[src/rtl/multicycle_control_if.sv]
// Control bundle between the multicycle control FSM and the datapath.
// The FSM side (master) samples opcode and drives every strobe and select.
interface multicycle_control_if;
    logic [5:0] opcode;
    logic       pc_write;
    logic       pc_write_cond;
    logic       i_or_d;
    logic       mem_read;
    logic       mem_write;
    logic       ir_write;
    logic       mem_to_reg;
    logic       reg_dst;
    logic       reg_write;
    logic       alu_src_a;
    logic [1:0] alu_src_b;
    logic [1:0] alu_op;
    logic [1:0] pc_source;
    logic [3:0] state;
    logic       illegal_op;

    modport master (
        input  opcode,
        output pc_write,
        output pc_write_cond,
        output i_or_d,
        output mem_read,
        output mem_write,
        output ir_write,
        output mem_to_reg,
        output reg_dst,
        output reg_write,
        output alu_src_a,
        output alu_src_b,
        output alu_op,
        output pc_source,
        output state,
        output illegal_op
    );

    modport slave (
        output opcode,
        input  pc_write,
        input  pc_write_cond,
        input  i_or_d,
        input  mem_read,
        input  mem_write,
        input  ir_write,
        input  mem_to_reg,
        input  reg_dst,
        input  reg_write,
        input  alu_src_a,
        input  alu_src_b,
        input  alu_op,
        input  pc_source,
        input  state,
        input  illegal_op
    );
endinterface

[src/rtl/multicycle_control.sv]
// Moore control FSM for the multicycle MIPS datapath.
// Outputs are registered decodes of the next state, so they track the state register exactly.
module multicycle_control (
    input logic                  clk,
    input logic                  rst_n,
    multicycle_control_if.master bus
);

    typedef enum logic [3:0] {
        FETCH     = 4'd0,
        DECODE    = 4'd1,
        MEM_ADDR  = 4'd2,
        MEM_READ  = 4'd3,
        MEM_WB    = 4'd4,
        MEM_WRITE = 4'd5,
        EXECUTE   = 4'd6,
        R_WB      = 4'd7,
        BRANCH    = 4'd8,
        JUMP      = 4'd9,
        ADDI_EX   = 4'd10,
        ADDI_WB   = 4'd11,
        IDLE      = 4'd15
    } state_t;

    typedef struct packed {
        logic       pc_write;
        logic       pc_write_cond;
        logic       i_or_d;
        logic       mem_read;
        logic       mem_write;
        logic       ir_write;
        logic       mem_to_reg;
        logic       reg_dst;
        logic       reg_write;
        logic       alu_src_a;
        logic [1:0] alu_src_b;
        logic [1:0] alu_op;
        logic [1:0] pc_source;
    } ctrl_t;

    localparam logic [5:0] OP_R    = 6'h00;
    localparam logic [5:0] OP_J    = 6'h02;
    localparam logic [5:0] OP_BEQ  = 6'h04;
    localparam logic [5:0] OP_ADDI = 6'h08;
    localparam logic [5:0] OP_LW   = 6'h23;
    localparam logic [5:0] OP_SW   = 6'h2B;

    state_t     state_q;
    state_t     nxt;
    ctrl_t      ctrl_q;
    logic [5:0] op_q;
    logic       illegal_q;

    function automatic logic is_legal(input logic [5:0] op);
        return op inside {OP_R, OP_J, OP_BEQ, OP_ADDI, OP_LW, OP_SW};
    endfunction

    function automatic state_t next_state(
        input state_t     s,
        input logic [5:0] op,
        input logic [5:0] lat
    );
        state_t n;
        n = FETCH;
        case (s)
            IDLE:     n = FETCH;
            FETCH:    n = DECODE;
            DECODE: begin
                case (op)
                    OP_R:         n = EXECUTE;
                    OP_LW, OP_SW: n = MEM_ADDR;
                    OP_BEQ:       n = BRANCH;
                    OP_J:         n = JUMP;
                    OP_ADDI:      n = ADDI_EX;
                    default:      n = FETCH;
                endcase
            end
            // The IR may already hold the next word here; trust the latched copy.
            MEM_ADDR: n = (lat == OP_LW) ? MEM_READ : MEM_WRITE;
            MEM_READ: n = MEM_WB;
            EXECUTE:  n = R_WB;
            ADDI_EX:  n = ADDI_WB;
            default:  n = FETCH;
        endcase
        return n;
    endfunction

    function automatic ctrl_t decode(input state_t s);
        ctrl_t c;
        c = '0;
        case (s)
            FETCH: begin
                c.mem_read  = 1'b1;
                c.ir_write  = 1'b1;
                c.pc_write  = 1'b1;
                c.alu_src_b = 2'b01;
            end
            DECODE: begin
                c.alu_src_b = 2'b11;
            end
            MEM_ADDR: begin
                c.alu_src_a = 1'b1;
                c.alu_src_b = 2'b10;
            end
            MEM_READ: begin
                c.mem_read = 1'b1;
                c.i_or_d   = 1'b1;
            end
            MEM_WB: begin
                c.reg_write  = 1'b1;
                c.mem_to_reg = 1'b1;
            end
            MEM_WRITE: begin
                c.mem_write = 1'b1;
                c.i_or_d    = 1'b1;
            end
            EXECUTE: begin
                c.alu_src_a = 1'b1;
                c.alu_op    = 2'b10;
            end
            R_WB: begin
                c.reg_write = 1'b1;
                c.reg_dst   = 1'b1;
            end
            BRANCH: begin
                c.alu_src_a     = 1'b1;
                c.pc_write_cond = 1'b1;
                c.alu_op        = 2'b01;
                c.pc_source     = 2'b01;
            end
            JUMP: begin
                c.pc_write  = 1'b1;
                c.pc_source = 2'b10;
            end
            ADDI_EX: begin
                c.alu_src_a = 1'b1;
                c.alu_src_b = 2'b10;
            end
            ADDI_WB: begin
                c.reg_write = 1'b1;
            end
            default: c = '0;
        endcase
        return c;
    endfunction

    assign nxt = next_state(state_q, bus.opcode, op_q);

    always_ff @(posedge clk) begin
        if (!rst_n) begin
            state_q   <= IDLE;
            ctrl_q    <= '0;
            op_q      <= '0;
            illegal_q <= 1'b0;
        end else begin
            state_q   <= nxt;
            ctrl_q    <= decode(nxt);
            illegal_q <= (state_q == DECODE) && !is_legal(bus.opcode);
            if (state_q == DECODE) begin
                op_q <= bus.opcode;
            end
        end
    end

    assign bus.pc_write      = ctrl_q.pc_write;
    assign bus.pc_write_cond = ctrl_q.pc_write_cond;
    assign bus.i_or_d        = ctrl_q.i_or_d;
    assign bus.mem_read      = ctrl_q.mem_read;
    assign bus.mem_write     = ctrl_q.mem_write;
    assign bus.ir_write      = ctrl_q.ir_write;
    assign bus.mem_to_reg    = ctrl_q.mem_to_reg;
    assign bus.reg_dst       = ctrl_q.reg_dst;
    assign bus.reg_write     = ctrl_q.reg_write;
    assign bus.alu_src_a     = ctrl_q.alu_src_a;
    assign bus.alu_src_b     = ctrl_q.alu_src_b;
    assign bus.alu_op        = ctrl_q.alu_op;
    assign bus.pc_source     = ctrl_q.pc_source;
    assign bus.state         = state_q;
    assign bus.illegal_op    = illegal_q;

endmodule

[src/flat_wrapper.sv]
// flat-port wrapper written by rule: the top's interface ports become plain ports
module multicycle_control_flat 
  (clk, rst_n, bus_opcode, bus_pc_write, bus_pc_write_cond, bus_i_or_d, bus_mem_read, bus_mem_write, bus_ir_write, bus_mem_to_reg, bus_reg_dst, bus_reg_write, bus_alu_src_a, bus_alu_src_b, bus_alu_op, bus_pc_source, bus_state, bus_illegal_op);
  multicycle_control_if bus_i ();
  input logic clk;
  input logic rst_n;
  input wire logic [$bits(bus_i.opcode)-1:0] bus_opcode;
  output wire logic [$bits(bus_i.pc_write)-1:0] bus_pc_write;
  output wire logic [$bits(bus_i.pc_write_cond)-1:0] bus_pc_write_cond;
  output wire logic [$bits(bus_i.i_or_d)-1:0] bus_i_or_d;
  output wire logic [$bits(bus_i.mem_read)-1:0] bus_mem_read;
  output wire logic [$bits(bus_i.mem_write)-1:0] bus_mem_write;
  output wire logic [$bits(bus_i.ir_write)-1:0] bus_ir_write;
  output wire logic [$bits(bus_i.mem_to_reg)-1:0] bus_mem_to_reg;
  output wire logic [$bits(bus_i.reg_dst)-1:0] bus_reg_dst;
  output wire logic [$bits(bus_i.reg_write)-1:0] bus_reg_write;
  output wire logic [$bits(bus_i.alu_src_a)-1:0] bus_alu_src_a;
  output wire logic [$bits(bus_i.alu_src_b)-1:0] bus_alu_src_b;
  output wire logic [$bits(bus_i.alu_op)-1:0] bus_alu_op;
  output wire logic [$bits(bus_i.pc_source)-1:0] bus_pc_source;
  output wire logic [$bits(bus_i.state)-1:0] bus_state;
  output wire logic [$bits(bus_i.illegal_op)-1:0] bus_illegal_op;
  assign bus_i.opcode = bus_opcode;
  assign bus_pc_write = bus_i.pc_write;
  assign bus_pc_write_cond = bus_i.pc_write_cond;
  assign bus_i_or_d = bus_i.i_or_d;
  assign bus_mem_read = bus_i.mem_read;
  assign bus_mem_write = bus_i.mem_write;
  assign bus_ir_write = bus_i.ir_write;
  assign bus_mem_to_reg = bus_i.mem_to_reg;
  assign bus_reg_dst = bus_i.reg_dst;
  assign bus_reg_write = bus_i.reg_write;
  assign bus_alu_src_a = bus_i.alu_src_a;
  assign bus_alu_src_b = bus_i.alu_src_b;
  assign bus_alu_op = bus_i.alu_op;
  assign bus_pc_source = bus_i.pc_source;
  assign bus_state = bus_i.state;
  assign bus_illegal_op = bus_i.illegal_op;
  multicycle_control u_core (.clk(clk), .rst_n(rst_n), .bus(bus_i));
endmodule
[config.mk]
export PLATFORM = sky130hd
export DESIGN_NAME = multicycle_control_flat
export DESIGN_NICKNAME = d
export VERILOG_FILES = /design/src/rtl/multicycle_control_if.sv /design/src/rtl/multicycle_control.sv /design/src/flat_wrapper.sv
export SDC_FILE = /design/constraint.sdc
export NUM_CORES = 1
export LEC_CHECK = 0
export BUFFER_PORTS_ARGS = -buffer_cell sky130_fd_sc_hd__buf_2
export CORE_UTILIZATION = 25
export CTS_CLUSTER_DIAMETER = 100
export CTS_CLUSTER_SIZE = 24
export DETAILED_ROUTE_END_ITERATION = 16
export PLACE_DENSITY = 0.51
export SLEW_MARGIN = 20
export SYNTH_ARGS = -nofsm -noshare
export SYNTH_HDL_FRONTEND = slang
export SYNTH_SLANG_ARGS = --single-unit
[constraint.sdc]
create_clock -name clk -period 2.55 [get_ports clk]
set_input_delay 0.51 -clock clk [delete_from_list [all_inputs] [get_ports clk]]
set_output_delay 0.51 -clock clk [all_outputs]
set_load 0.005 [all_outputs]
==> flow_summary.toml <==
[clock_tree]
ctsHoldBuffers = 0
cts_tree = "yes"
cts-htree-levels = 1
root_buffer = "clkbuf_8"
cts_setup_buffers = 0
cts_made_buffers = 3
clockBufferDepth = 2
clk_pin_slew_ns = 0.08
clock_latency_ns = 0.27
cts_resized = 0
cts_num_sinks = 25

[power_and_ir_drop]
p_comb_frac = 0.138
switching_share = 0.262
power_w = 0.000770
ir_drop_mv = 0.252
p_int_w = 0.000568
leakage_nw = 0.546
power.clock.fraction = 0.306
p_seq_frac = 0.556
switchingPower_w = 0.000202
powerDensity_nw_per_um2 = 592

[synthesis]
ys_seq_area_frac = 0.465
yosys.area.top_type_share = 0.465
synth-edff-count = 0
synth.cell_area_um2 = 1080
yosys.area.top_type = "dfxtp_1"
async_reset_ff_frac = 0
synth-seq-cells = 25
ys_top_cells_by_area = "dfxtp_1 (47%), nor2_1 (6.3%), mux2i_1 (5.6%)"
synth_flop_cell = "dfxtp_1"
syn-mean-instance-area_um2 = 9.96
synthCells = 108
synth_cell_types = 40
synth_nets = 116
yosysWarnings = 0

[critical_path]
path_cells = "buf_2 -> or3_1 -> or4_4 -> o22a_2 -> a21boi_2 -> o21ai_1"
rrSetupSlack_ns = 0.78
cp_slowest_cell = "or4_4"
cp_top_family = "simple AND/OR/NAND/NOR gates"
worstReg2RegEnd = "u_core.bus.alu_src_a$_SDFF_PN0_"
cp.required_ns = 2.71
reg2reg_depth = 4
crit_buf_inv = 1
cp_slowest_stage_delay_ns = 0.44
timing.critical_path.fanout_max = 5
cp-start-kind = "input port"
endpoint_kind = "register"
worstReg2RegStart = "u_core.bus.state[3]$_SDFF_PN1_"
cp.arrival_ns = 1.96
crit_type = "in2reg"

[layout]
largest_register_ff_count = 6
drive_gt1_frac = 0.331
max_flop_register = "u_core.op_q"
final_util = 0.320
nets = 145
area_growth_pct = 20.8
final_cells = 186
final_cell_mix = "buf_2 (28), dfxtp_1 (25), nor2_1 (18)"
num_antenna_cells = 0
final_common_cell = "buf_2"

[run_status]
outcome = "finished clean"

[worst_hold_path]
hold_depth = 2
hold_start = "u_core.op_q[4]$_SDFFE_PN0P_"
hp-class = "reg2reg"
min_to = "u_core.op_q[4]$_SDFFE_PN0P_"

[sta]
skew_ns = 0.00549
setup_viol = 0
fmax_ghz = 0.557
relSlewSlack = 0.632
tns_ns = 0
rsz0062_at_grt = "no"
setup_ws_ns = 0.755
fin_crit_sh = 0.704
hold_viol = 0
drv_slew = 0
finalCriticalPeriod_ns = 1.80
worst_slew_pin_slew_ns = 0.545

[die]
rows = 23
die_w_um = 67.6
initial_core_util = 0.265
io_pins = 29
coreArea_um2 = 4060
die_h_um = 67.6
die_area_um2 = 4570

[drt]
firstDrtPassIters = 4
antenna_left = 0
wl_per_cell_um = 12.2
vias = 857
drt-total-wl_mm = 2.27
via_per_inst = 4.61
drc = 0
drt_iter0_markers = 53

[place]
dp_slack_ns = 0.470
port_buffers = 28
gp_congestion = 0.804
place_inst = 182
hpwl_mm = 1.78

[grt]
grt_pass1_wl_mm = 3.86
grt_pass1_vias = 892
track_usage = 0.113
antenna_found_initial = 0
grt_max_degree = 16
grt-ovfl-total = 0

[flow_run]
maxCapViolCount = 0
[cell type report]
class	instances	area, µm²
fillers	429	2760
multi-input cells	77	537
flip-flops and latches	25	500
repair buffers	29	148
well taps	50	62.6
clock buffers	3	41.3
clock inverters	1	7.51
inverters	1	3.75
[worst reg2reg max path, cell delays in order (launching register included)]
cell and delay [ns]:
dfxtp_1 0.49, nor4bb_1 0.57, a21oi_2 0.18, and2_1 0.22, o32ai_2 0.24
[power groups by stage]
stage	logic (W)	clock network, W	registers (W)
3_5_place_dp	0.000107	0	0.000438
2_1_floorplan	0.0000676	0	0.000436
3_3_place_gp	0.000106	0	0.000437
5_1_grt	0.000119	0.000264	0.000432
6_report	0.000106	0.000236	0.000428
4_1_cts	0.000108	0.000244	0.000429
[how the worst max path moves through the flow]
stage	to	slack [ns]	startpoint	depth (start not counted)
3_3_place_gp	u_core.bus.reg_write$_SDFF_PN0_	0.49	bus_opcode[3]	6
5_1_grt	u_core.bus.alu_src_a$_SDFF_PN0_	0.62	u_core.bus.state[3]$_SDFF_PN1_	4
6_report	u_core.bus.reg_write$_SDFF_PN0_	0.75	bus_opcode[3]	6
4_1_cts	u_core.bus.reg_write$_SDFF_PN0_	0.75	bus_opcode[3]	6
3_5_place_dp	u_core.bus.reg_write$_SDFF_PN0_	0.47	bus_opcode[3]	6
2_1_floorplan	u_core.bus.reg_write$_SDFF_PN0_	0.68	bus_opcode[3]	5
[per-stage QoR]
step / hold WS, ns / area, µm²
after global routing: 0.507 / 1300
after detailed placement: 0.479 / 1250
after CTS: 0.500 / 1300
final: 0.493 / 1300
after floorplan: 0.451 / 1080
after global placement: 0.471 / 1250
[synth_stat cells, types with 2 or more instances]
cell	number
a211oi_1	2
a21oi_1	3
buf_4	2
dfxtp_1	25
mux2i_1	6
nand2_1	10
nand2b_1	2
nand3_1	5
nand3b_1	2
nor2_1	18
nor3_1	3
o21ai_1	2
[per-layer routing]
metal	share of wire	up-vias	GRT usage
met1	0.46	387	0.132
met3	0.064	2	0.0372
met2	0.47	28	0.191
met4	0.0057	0	0.0372
met5	0	-	0
li1	-	440	-
[cell families after synthesis]
family | after synthesis | share of synthesized area
flip-flops | 25 | 0.465
buffers and inverters | 6 | 0.0360
XOR/XNOR | 1 | 0.00814
multiplexers | 6 | 0.0558
AND/OR/NAND/NOR | 52 | 0.269
AO/OA/AOI/OAI | 18 | 0.166
No activity file was read; power rests on OpenSTA's default activity.
